**src/rtl/addr_wcnt_gen_if.sv**
```systemverilog
// rtl/addr_wcnt_gen_if.sv - control/status bundle of the address / word-count generator
interface addr_wcnt_gen_if #(
  parameter int W = 8
);
  logic [W-1:0] data;
  logic         lda;
  logic         ldw;
  logic         reinit;
  logic [1:0]   mode;
  logic         go;
  logic         step;
  logic         dec;
  logic         aci;
  logic [W-1:0] addr;
  logic [W-1:0] wcnt;
  logic         busy;
  logic         done;
  logic         aco;

  modport master (
    output data, lda, ldw, reinit, mode, go, step, dec, aci,
    input  addr, wcnt, busy, done, aco
  );

  modport slave (
    input  data, lda, ldw, reinit, mode, go, step, dec, aci,
    output addr, wcnt, busy, done, aco
  );
endinterface

```
**src/rtl/addr_wcnt_gen.sv**
```systemverilog
// rtl/addr_wcnt_gen.sv - DMA-style address / word-count generator with IDLE/RUN/DONE sequencing
// Optional ADDR_WCNT_AUTO_RELOAD_EN: reload counters on terminal and keep running.
module addr_wcnt_gen #(
  parameter int           W        = 8,
  parameter logic [W-1:0] RST_ADDR = '0
) (
  input  logic          clk,
  input  logic          rst_n,
  addr_wcnt_gen_if.slave bus
);
  typedef enum logic [1:0] {IDLE = 2'd0, RUN = 2'd1, DONE = 2'd2} state_t;

  localparam logic [1:0]   M_DOWN  = 2'b00;
  localparam logic [1:0]   M_UPCMP = 2'b01;
  localparam logic [1:0]   M_ACMP  = 2'b10;
  localparam logic [W-1:0] ONE     = W'(1);

  state_t       state;
  logic [W-1:0] addr_reg, word_reg, addr_cnt, wcnt_q;
  logic [1:0]   mode_l, eff_mode;
  logic         busy_q, done_q;
  logic         any_ld, step_acc, terminal;
  logic [W-1:0] addr_nxt, wcnt_nxt, wcnt_ld, wcnt_rl;

  // Modes 01/10 use wcnt as an upward tally, so it restarts from zero instead of the load value.
  function automatic logic tally_mode(input logic [1:0] m);
    return (m == M_UPCMP) || (m == M_ACMP);
  endfunction

  // While running the latched mode rules; otherwise the live mode input decides load behaviour.
  assign eff_mode = (state == RUN) ? mode_l : bus.mode;
  assign wcnt_ld  = tally_mode(eff_mode) ? '0 : bus.data;
  assign wcnt_rl  = tally_mode(eff_mode) ? '0 : word_reg;
  assign any_ld   = bus.lda | bus.ldw;
  assign step_acc = rst_n & (state == RUN) & bus.step & ~bus.reinit & ~any_ld;

  assign addr_nxt = bus.aci ? addr_cnt : (bus.dec ? addr_cnt - ONE : addr_cnt + ONE);
  assign wcnt_nxt = (mode_l == M_DOWN) ? wcnt_q - ONE : wcnt_q + ONE;

  always_comb begin
    terminal = 1'b0;
    case (mode_l)
      M_DOWN:  terminal = (wcnt_q == ONE);
      M_UPCMP: terminal = (wcnt_nxt == word_reg);
      M_ACMP:  terminal = (addr_nxt == word_reg);
      default: terminal = 1'b0;
    endcase
  end

  assign bus.aco  = step_acc & ~bus.aci & (bus.dec ? (addr_cnt == '0) : (addr_cnt == '1));
  assign bus.addr = addr_cnt;
  assign bus.wcnt = wcnt_q;
  assign bus.busy = busy_q;
  assign bus.done = done_q;

  always_ff @(posedge clk) begin
    if (!rst_n) begin
      addr_reg <= RST_ADDR;
      addr_cnt <= RST_ADDR;
      word_reg <= '0;
      wcnt_q   <= '0;
      mode_l   <= M_DOWN;
      state    <= IDLE;
      busy_q   <= 1'b0;
      done_q   <= 1'b0;
    end else if (bus.reinit) begin
      addr_cnt <= addr_reg;
      wcnt_q   <= wcnt_rl;
      state    <= IDLE;
      busy_q   <= 1'b0;
      done_q   <= 1'b0;
    end else if (any_ld) begin
      if (bus.lda) begin
        addr_reg <= bus.data;
        addr_cnt <= bus.data;
      end
      if (bus.ldw) begin
        word_reg <= bus.data;
        wcnt_q   <= wcnt_ld;
      end
      if (state == DONE) state <= IDLE;
      done_q <= 1'b0;
    end else begin
      case (state)
        IDLE: begin
          if (bus.go) begin
            state  <= RUN;
            busy_q <= 1'b1;
            mode_l <= bus.mode;
          end
        end
        RUN: begin
          done_q <= 1'b0;
          if (bus.step) begin
            if (terminal) begin
`ifdef ADDR_WCNT_AUTO_RELOAD_EN
              addr_cnt <= addr_reg;
              wcnt_q   <= wcnt_rl;
              done_q   <= 1'b1;
`else
              addr_cnt <= addr_nxt;
              wcnt_q   <= wcnt_nxt;
              state    <= DONE;
              busy_q   <= 1'b0;
              done_q   <= 1'b1;
`endif
            end else begin
              addr_cnt <= addr_nxt;
              wcnt_q   <= wcnt_nxt;
            end
          end
        end
        DONE: begin
          if (bus.go) begin
            state  <= IDLE;
            done_q <= 1'b0;
          end
        end
        default: begin
          state  <= IDLE;
          busy_q <= 1'b0;
          done_q <= 1'b0;
        end
      endcase
    end
  end
endmodule

```
**src/flat_wrapper.sv**
```systemverilog
// flat-port wrapper written by rule: the top's interface ports become plain ports
module addr_wcnt_gen_flat 
#(
  parameter int           W        = 8,
  parameter logic [W-1:0] RST_ADDR = '0
)
  (clk, rst_n, bus_data, bus_lda, bus_ldw, bus_reinit, bus_mode, bus_go, bus_step, bus_dec, bus_aci, bus_addr, bus_wcnt, bus_busy, bus_done, bus_aco);
  addr_wcnt_gen_if #(.W(W)) bus_i ();
  input  logic clk;
  input  logic rst_n;
  input wire logic [$bits(bus_i.data)-1:0] bus_data;
  input wire logic [$bits(bus_i.lda)-1:0] bus_lda;
  input wire logic [$bits(bus_i.ldw)-1:0] bus_ldw;
  input wire logic [$bits(bus_i.reinit)-1:0] bus_reinit;
  input wire logic [$bits(bus_i.mode)-1:0] bus_mode;
  input wire logic [$bits(bus_i.go)-1:0] bus_go;
  input wire logic [$bits(bus_i.step)-1:0] bus_step;
  input wire logic [$bits(bus_i.dec)-1:0] bus_dec;
  input wire logic [$bits(bus_i.aci)-1:0] bus_aci;
  output wire logic [$bits(bus_i.addr)-1:0] bus_addr;
  output wire logic [$bits(bus_i.wcnt)-1:0] bus_wcnt;
  output wire logic [$bits(bus_i.busy)-1:0] bus_busy;
  output wire logic [$bits(bus_i.done)-1:0] bus_done;
  output wire logic [$bits(bus_i.aco)-1:0] bus_aco;
  assign bus_i.data = bus_data;
  assign bus_i.lda = bus_lda;
  assign bus_i.ldw = bus_ldw;
  assign bus_i.reinit = bus_reinit;
  assign bus_i.mode = bus_mode;
  assign bus_i.go = bus_go;
  assign bus_i.step = bus_step;
  assign bus_i.dec = bus_dec;
  assign bus_i.aci = bus_aci;
  assign bus_addr = bus_i.addr;
  assign bus_wcnt = bus_i.wcnt;
  assign bus_busy = bus_i.busy;
  assign bus_done = bus_i.done;
  assign bus_aco = bus_i.aco;
  addr_wcnt_gen #(.W(W), .RST_ADDR(RST_ADDR)) u_core (.clk(clk), .rst_n(rst_n), .bus(bus_i));
endmodule
```
**config.mk**
```make
export PLATFORM = sky130hd
export DESIGN_NAME = addr_wcnt_gen_flat
export DESIGN_NICKNAME = d
export VERILOG_FILES = /design/src/rtl/addr_wcnt_gen_if.sv /design/src/rtl/addr_wcnt_gen.sv /design/src/flat_wrapper.sv
export SDC_FILE = /design/constraint.sdc
export NUM_CORES = 1
export LEC_CHECK = 0
export CAP_MARGIN = 20
export CELL_PAD_IN_SITES_DETAIL_PLACEMENT = 1
export CELL_PAD_IN_SITES_GLOBAL_PLACEMENT = 1
export CORE_ASPECT_RATIO = 0.75
export CORE_MARGIN = 1
export CORE_UTILIZATION = 41
export CTS_CLUSTER_DIAMETER = 100
export DETAILED_ROUTE_END_ITERATION = 7
export PLACE_DENSITY_LB_ADDON = 0.1
export SLEW_MARGIN = 40
export SYNTH_ARGS = -nofsm -noshare
export SYNTH_HDL_FRONTEND = slang
export SYNTH_SLANG_ARGS = --single-unit
```
**constraint.sdc**
```tcl
create_clock -name clk -period 3.9 [get_ports clk]
set_input_delay 0.585 -clock clk [delete_from_list [all_inputs] [get_ports clk]]
set_output_delay 0.585 -clock clk [all_outputs]
set_load 0.05 [all_outputs]
```
### Word level (Yosys, flattened, before mapping)

Cells that the tools add are included.

* flip-flop bits (word level): 38
* latch bits: 0
* RAM bits: 0
* memory bits (read-only): 0
* output and inout bits: 19
* word-level logic and storage cells: 95
* memories kept: 0

* add/subtract/negate cells: 4
* multipliers: 0
* divide/modulo/power cells: 0
* $lt $le $gt $ge: 0
* equal/unequal tests: 21
* shifts and indexed selects: 0
* muxes and demuxes: 33
* bitwise gates (word level): 13
* reduce and logical (&&, ||, !) cells: 16

Operator list (number)
* 8-bit 2-to-1 mux: 15
* 8-bit by 1-bit adder with 8-bit output, second input constant: 2
* 8-bit equality test: 2
* 8-bit by 1-bit subtractor with 8-bit output, second input constant: 2
* 2-bit 2-to-1 mux: 7
* 3-bit AND reduction: 4
* 5-bit AND reduction: 2
* 3-bit by 2-bit != test with 1-bit output, second input constant: 3
* 1-bit case mux with 3 select lines: 3
* 8-bit by 1-bit equality test with 1-bit output, second input constant: 1
* 8-bit equality test, second input constant: 1
* 8-bit logical NOT: 1
* 2-bit != test, second input constant: 4
* 1-bit 2-to-1 mux: 7
* 1-bit AND: 6
* 2-bit by 1-bit equality test with 1-bit output, second input constant: 3
* 2-bit equality test, second input constant: 3
* 3-bit != test, second input constant: 2
* 1-bit NOT: 6
* 2-bit case mux with 3 select lines: 1
* 3-bit nonzero test: 2
* 2-bit logical NOT: 2
* 4-bit AND reduction: 1
* 3-bit by 1-bit != test with 1-bit output, second input constant: 1
* 6 further kinds: 6

### Longest topological paths before layout

Gate-level depths: netlist of the first run.

* depth in word-level cells: 9
* depth in mapped cells: 11

### Least setup slack after synthesis of the first run

Ideal clock, no wire load.

* path kind: input-to-output
* start: input port bus_ldw
* end: output port bus_aco
* data arrival time: 2.569 ns
* required time: 3.315 ns
* path slack: 0.746 ns
* stages: 5
* buffers on the path: 2
* cells stage by stage: clkbuf_1 or2_2 clkbuf_1 or3_1 nor3_1

* cells in the longest elaborated chain, start to end: 5

Ends and longest elaborated chain
* start: declaration: line flat_wrapper.sv:13 `input wire logic [$bits(bus_i.ldw)-1:0] bus_ldw;`
* 1-bit OR: line addr_wcnt_gen.sv:34 `assign any_ld = bus.lda | bus.ldw;`
* 1-bit NOT (no line)
* 1-bit AND: line addr_wcnt_gen.sv:35 `assign step_acc = rst_n & (state == RUN) & bus.step & ~bus.reinit & ~any_ld;`
* 1-bit AND (2 in a row): line addr_wcnt_gen.sv:50 `assign bus.aco = step_acc & ~bus.aci & (bus.dec ? (addr_cnt == '0) : (addr_cnt == '1));`
* end: declaration: line flat_wrapper.sv:24 `output wire logic [$bits(bus_i.aco)-1:0] bus_aco;`

No other way between the ends.

### Final worst setup path of the first run

* start: input port bus_dec
* end: register u_core.state[0]

* cells in the longest elaborated chain, start to end: 6

Ends and longest elaborated chain
* start: declaration: line flat_wrapper.sv:18 `input wire logic [$bits(bus_i.dec)-1:0] bus_dec;`
* 8-bit 2-to-1 mux (2 in a row): line addr_wcnt_gen.sv:37 `assign addr_nxt = bus.aci ? addr_cnt : (bus.dec ? addr_cnt - ONE : addr_cnt + ONE);`
* 8-bit equality test: line addr_wcnt_gen.sv:45 `M_ACMP: terminal = (addr_nxt == word_reg);`
* 1-bit case mux with 3 select lines: line addr_wcnt_gen.sv:42 `case (mode_l)`
* 3-bit by 1-bit != test with 1-bit output (no line)
* 5-bit AND reduction (no line)
* end signal: assignment: line addr_wcnt_gen.sv:63 `state <= IDLE;`
* end signal: assignment: line addr_wcnt_gen.sv:69 `state <= IDLE;`
* end signal: assignment: line addr_wcnt_gen.sv:81 `if (state == DONE) state <= IDLE;`
* end: declaration: line addr_wcnt_gen.sv:18 `state_t state;`

No other way between the ends.
A chain may end at the register's enable or synchronous reset.

==> results of run 1 <==
cells by family (layout without fill, tap and decap cells):
family / after synthesis / after routing / share of synthesized area, %
muxes: 28 / 28 / 9.93
buffers and inverters: 33 / 64 / 5.87
and+or+nand+nor: 143 / 143 / 24.5
AOI/OAI and AO/OA: 94 / 94 / 21.8
adders and majority gates: 13 / 13 / 5.87
xor gates and xnor gates: 19 / 19 / 5.74
DFF: 38 / 38 / 26.3
synthesized netlist by cell type, drive strengths merged, types with 7 or more instances:
master   n  area, µm²
nor2    53        199
dfxtp   38        761
nand2   34        128
mux2i   25        250
o21ai   25        125
a21oi   19       95.1
clkbuf  17       93.8
ha      12        150
o211ai  12       90.1
xor2    12        105
inv     11       41.3
nor3     7       35.0
xnor2    7       61.3
metrics by stage:
step | hold WS, ns | utilization [%] | setup slack [ns] | power, mW
6_report | 0.488 | 50.1 | 0.509 | 1.17
5_1_grt | 0.514 | 50.1 | 0.356 | 1.24
4_1_cts | 0.496 | 50.1 | 0.524 | 1.18
3_5_place_dp | 0.476 | 48.5 | 0.230 | 0.834
3_3_place_gp | 0.468 | 48.5 | 0.342 | 0.825
2_1_floorplan | 0.452 | - | 0.746 | 0.717
report_power, final:
group          leakage [nW]  total (mW)  switching, mW  internal, mW
clock network        0.0579       0.340          0.152         0.189
registers             0.311       0.442         0.0332         0.409
logic                 0.955       0.385          0.225         0.160
worst max-delay path, delay by kind of cell:
| kind | cells | cell delay, ns |
|---|---|---|
| simple gates | 3 | 0.99 |
| mux | 1 | 0.16 |
| buf+inv | 1 | 0.56 |
| fa+ha+maj | 1 | 0.46 |
| compound gates | 4 | 0.82 |
how the worst max path moves through the flow:
stage	end	slack [ns]	cells past startpoint
6_report	u_core.state[0]$_SDFFE_PP0P_	0.51	10
5_1_grt	u_core.state[0]$_SDFFE_PP0P_	0.36	10
4_1_cts	u_core.state[0]$_SDFFE_PP0P_	0.52	10
3_5_place_dp	u_core.state[0]$_SDFFE_PP0P_	0.23	10
3_3_place_gp	u_core.state[0]$_SDFFE_PP0P_	0.34	10
2_1_floorplan	bus_aco	0.75	5
cell type report:
| class | count | area (µm²) |
|---|---|---|
| Tap cell | 84 | 105 |
| Inverter | 12 | 45.0 |
| Clock inverter | 3 | 40.0 |
| Fill cell | 859 | 3410 |
| Timing Repair Buffer | 44 | 433 |
| Sequential cell | 38 | 761 |
| Multi-Input combinational cell | 297 | 1970 |
| Clock buffer | 5 | 68.8 |
placed cells by master (no fill, tap or decap), types with 6 or more instances in the layout:
cell type,count
a21oi_1,19
a22oi_1,6
a31oi_1,6
buf_4,7
clkdlybuf4s50_1,36
dfxtp_1,38
ha_1,12
inv_1,11
mux2i_1,25
nand2_1,34
nand2b_1,6
nand3_1,6
nor2_1,53
nor3_1,7
o211ai_1,12
o21ai_0,19
o21ai_1,6
xnor2_1,7
xor2_1,12
routing by layer:
layer  routed length [µm]  vias up  track usage [%]  part of all wire (%)
li1                     -     1382                -                     -
met1                 4400     1369             36.2                    50
met2                 3950       40             42.0                    45
met3                  346        6             3.34                   4.0
met4                   31        0             2.94                  0.36
met5                    0        -                0                     0
==> results.py, run 1 <==
metrics = {
    "run_status": {
        "status": "complete, no violations",
    },
    "logic_synthesis": {
        "ys_ff_latch": 38,
        "async_reset_ff_share_pct": 0,
        "syn_avg_cell_area_um2": 7.87,
        "synth_edf_count": 0,
        "syn_area_um2": 2900,
        "seq_area_frac_synth_pct": 26.3,
        "synth-main-ff-cell": "dfxtp_1",
        "synth_cell_types": 61,
        "synth-warning-count": 0,
        "syn_inst": 368,
        "syn-num-nets": 400,
    },
    "die": {
        "rows": 26,
        "die_area_um2": 7410,
        "initial_utilization_pct": 42.4,
        "pin_count": 38,
        "die_h_um": 74.8,
        "dieWidth_um": 99.1,
        "core-area_um2": 6830,
    },
    "worst_setup_path": {
        "path_class": "in2reg",
        "rrSetupSlack_ns": 0.53,
        "r2r-end": "u_core.state[0]$_SDFFE_PP0P_",
        "cp.arrival_ns": 3.57,
        "cp_slowest_cell": "clkdlybuf4s50_1",
        "start_kind": "primary input",
        "crit_path_end_kind": "flop",
        "critical-path-max-stage-delay_ns": 0.56,
        "r2r_start": "u_core.mode_l[0]$_SDFFE_PN0P_",
        "crit_chain": "clkdlybuf4s50_1, ha_1, nor2_1, a221oi_1, o211ai_1, mux2i_1, or4_4, nor4_2, a31o_1, a31oi_1",
        "r2r.worst_path.cells": 10,
        "cp.required_ns": 4.08,
        "worstPathMaxFanout": 6,
        "crit_start": "bus_dec",
    },
    "cts": {
        "cts_root_buf": "clkbuf_8",
        "postCtsSetupBuffers": 0,
        "cts_sinks": 38,
        "htree_num_levels": 2,
        "clock_latency_ns": 0.30,
        "cts_resized": 0,
        "cts_hold_buf": 0,
        "cts_buffers": 5,
        "cts_max_path_buffers": 2,
        "cts.reportedPaths.clkPinSlew_ns": 0.09,
        "cts_tree": "built",
    },
    "drt": {
        "drtPass1Iterations": 4,
        "routedWlPerCell_um": 18.1,
        "drt_wl_total_mm": 8.73,
        "drtIter0Drc": 108,
        "drc": 0,
        "avgViaCountPerCell": 5.79,
        "antenna_left": 0,
        "num_vias": 2797,
    },
    "flow_run": {
        "drv_cap": 0,
    },
    "pwr": {
        "power_density_nw_per_um2": 341,
        "irDropWorstVdd_mv": 0.176,
        "cellLeakagePower_nw": 1.32,
    },
    "grt": {
        "grt_pass1_vias": 2752,
        "grt_max_degree": 27,
        "antenna_found_initial": 0,
        "grt_first_pass_wirelength_mm": 14.3,
        "grt_usage_pct": 25.2,
        "grt-ovfl-total": 0,
    },
    "hold_path": {
        "worstHoldPathCells": 2,
        "whs_endpoint": "u_core.addr_reg[3]$_SDFFE_PN0P_",
        "hold_class": "reg2reg",
        "hp-start": "u_core.addr_reg[3]$_SDFFE_PN0P_",
    },
    "sta": {
        "min_period_ns": 3.39,
        "max_freq_ghz": 0.295,
        "setup_tns_ns": 0,
        "slew_headroom_pct": 46.0,
        "finalCritPeriodShare_pct": 87.0,
        "tightest_slew_ns": 0.807,
        "setup-violations-final": 0,
        "finalClockSkew_ns": 0.0157,
        "finalHoldViolations": 0,
        "slew_viol_final": 0,
        "grt_setup_unrepaired": "false",
    },
    "placed_design": {
        "hpwl_mm": 6.71,
        "place.gp.congestion": 0.857,
        "dp_cells": 475,
        "place_area_um2": 3310,
        "portBuffers": 37,
    },
    "layout": {
        "antennaDiodeCount": 0,
        "fin_area_um2": 3420,
        "area_delta_synth_final_pct": 18.0,
        "drive_above_1_share_pct": 7.77,
        "num-nets-final": 430,
        "fin_cells": 483,
    },
}
(Power assumes the default switching activity.)
==> inputs of run 2 (changes only) <==
--- a/config.mk
+++ b/config.mk
@@ -8,10 +8,10 @@
 export CAP_MARGIN = 20
 export CELL_PAD_IN_SITES_DETAIL_PLACEMENT = 1
 export CELL_PAD_IN_SITES_GLOBAL_PLACEMENT = 1
-export CORE_ASPECT_RATIO = 0.75
+export CORE_ASPECT_RATIO = 0.7
 export CORE_MARGIN = 1
 export CORE_UTILIZATION = 41
-export CTS_CLUSTER_DIAMETER = 100
+export CTS_CLUSTER_DIAMETER = 30
 export DETAILED_ROUTE_END_ITERATION = 7
 export PLACE_DENSITY_LB_ADDON = 0.1
 export SLEW_MARGIN = 40
==> run 2 against run 1 <==
Against the previous run: die area barely moved; final cell count up 1.9%; worst setup slack worse by 0.14 ns; maximum frequency fell by 4.1%; critical path depth unchanged; hold slack better by 0.0023 ns; first-iteration DRC count grew 15%; core utilization increased by 0.14 points; power fell by 4.1%; via count increased by 0.72%; critical path type unchanged; critical endpoint unchanged; highest routed layer unchanged.
==> results.py, run 2 (synthesized netlist as in run 1, its figures left out) <==
metrics = {
    "run_status": {
        "status": "complete, no violations",
    },
    "drt": {
        "drc": 0,
        "drt_wl_total_mm": 8.93,
        "drtIter0Drc": 124,
        "num_vias": 2817,
        "routedWlPerCell_um": 18.2,
        "drtPass1Iterations": 4,
        "antenna_left": 0,
        "avgViaCountPerCell": 5.73,
    },
    "layout": {
        "fin_area_um2": 3410,
        "layout_common_cells": "53 x nor2_1, 38 x dfxtp_1, 36 x clkdlybuf4s50_1, 34 x nand2_1, 25 x mux2i_1",
        "drive_above_1_share_pct": 7.29,
        "fin_cells": 492,
        "num-nets-final": 429,
        "area_delta_synth_final_pct": 17.6,
        "antennaDiodeCount": 0,
        "layout_commonest_cell": "nor2_1",
    },
    "worst_setup_path": {
        "start_kind": "primary input",
        "critical-path-max-stage-delay_ns": 0.63,
        "cp.required_ns": 4.07,
        "path_class": "in2reg",
        "crit_path_end_kind": "flop",
        "worstPathMaxFanout": 11,
        "cp.arrival_ns": 3.70,
        "cpMostUsedCell": "a211oi_2",
        "crit_chain": "clkdlybuf4s50_1, fa_1, a211oi_2, nor4_1, or4_1, mux2i_1, a211oi_2, nor4_2, a31o_1, a31oi_1",
        "cp_slowest_cell": "clkdlybuf4s50_1",
    },
    "die": {
        "initial_utilization_pct": 42.7,
        "rows": 25,
        "core-area_um2": 6790,
        "dieWidth_um": 102,
        "die_area_um2": 7410,
        "die_h_um": 72.3,
        "pin_count": 38,
    },
    "placed_design": {
        "dp_cells": 484,
        "place_ws_ns": 0.0831,
        "portBuffers": 37,
        "place_area_um2": 3320,
        "hpwl_mm": 6.75,
        "place.gp.congestion": 0.890,
    },
    "sta": {
        "setup_tns_ns": 0,
        "slew_viol_final": 0,
        "grt_setup_unrepaired": "false",
        "setup-violations-final": 0,
        "finalHoldViolations": 0,
        "tightest_slew_ns": 0.748,
        "setup_slack_ns": 0.364,
        "finalCritPeriodShare_pct": 90.7,
        "max_freq_ghz": 0.283,
        "min_period_ns": 3.54,
        "finalClockSkew_ns": 0.00520,
        "holdWs_ns": 0.491,
        "slew_headroom_pct": 49.8,
    },
    "cts": {
        "htree_num_levels": 2,
        "postCtsSetupBuffers": 0,
        "cts_hold_buf": 0,
        "cts.reportedPaths.clkPinSlew_ns": 0.08,
        "cts_tree": "built",
        "cts_resized": 0,
        "cts_root_buf": "clkbuf_8",
        "cts_sinks": 38,
        "clock_latency_ns": 0.29,
        "cts_buffers": 5,
        "cts_max_path_buffers": 2,
    },
    "pwr": {
        "cellLeakagePower_nw": 1.31,
        "power_density_nw_per_um2": 329,
        "irDropWorstVdd_mv": 0.146,
    },
    "grt": {
        "grt_usage_pct": 25.6,
        "antenna_found_initial": 0,
        "grt_pass1_vias": 2781,
        "grt_first_pass_wirelength_mm": 14.4,
        "grt-ovfl-total": 0,
        "grt_max_degree": 33,
    },
    "flow_run": {
        "drv_cap": 0,
    },
    "hold_path": {
        "hold_class": "reg2reg",
    },
}
==> run 2: cell types whose count changed in the layout (fill, tap and decap cells not counted) <==
cell,previous run,this run
buf_4,7,6
bufinv_16,1,0
clkbuf_1,0,1
clkbuf_8,5,6
clkinv_2,2,1
==> run 2: area by class of cell <==
type                    count  area [µm²]
fillers                   843        3380
multi-input cells         297        1970
flip-flops and latches     38         761
repair buffers             43         425
well taps                  94         118
clock buffers               7        86.3
inverters                  12        45.0
clock inverters             1        5.00
==> run 2: metrics by stage <==
| stage | util (%) | total power, mW |
|---|---|---|
| 2_1_floorplan | - | 0.717 |
| 3_3_place_gp | 48.8 | 0.826 |
| 3_5_place_dp | 48.8 | 0.835 |
| 4_1_cts | 50.2 | 1.12 |
| 5_1_grt | 50.2 | 1.19 |
| 6_report | 50.2 | 1.12 |
==> run 2: power breakdown <==
group          total [mW]  internal [mW]  switching, mW
registers           0.444          0.409         0.0350
clock network       0.289          0.143          0.147
logic               0.386          0.159          0.226
total                1.12          0.712          0.408
==> run 2: per-layer routing <==
metal	routed length [µm]	GRT usage [%]
met4	53	4.29
met2	3960	41.1
met1	4600	36.3
met3	320	4.05
met5	0	0
==> run 2: worst paths after layout <==
kind / slack, ns / start / end / cells past startpoint
worst max-delay path: 0.36 / bus_dec / u_core.state[0]$_SDFFE_PP0P_ / 10
worst min-delay path: 0.49 / u_core.bus.busy$_SDFFE_PP0P_ / u_core.bus.busy$_SDFFE_PP0P_ / 2
worst max register to register: 0.52 / u_core.mode_l[0]$_SDFFE_PN0P_ / u_core.state[0]$_SDFFE_PP0P_ / 10
worst min register to register: 0.49 / u_core.bus.busy$_SDFFE_PP0P_ / u_core.bus.busy$_SDFFE_PP0P_ / 2
==> run 2: critical path, delay by kind of cell <==
kind                       cells  cell delay, ns
and+or+nand+nor                3            1.04
buffers and inverters          1            0.63
muxes                          1            0.21
AOI/OAI and AO/OA              4            0.71
adders and majority gates      1            0.54
==> inputs of run 3 (changes only) <==
--- a/config.mk
+++ b/config.mk
@@ -14,6 +14,7 @@
 export CTS_CLUSTER_DIAMETER = 30
 export DETAILED_ROUTE_END_ITERATION = 7
 export PLACE_DENSITY_LB_ADDON = 0.1
+export SKIP_LAST_GASP = 1
 export SLEW_MARGIN = 40
 export SYNTH_ARGS = -nofsm -noshare
 export SYNTH_HDL_FRONTEND = slang
==> results of run 3 <==
Final layout, timing and power as in run 2 (identical DEF).
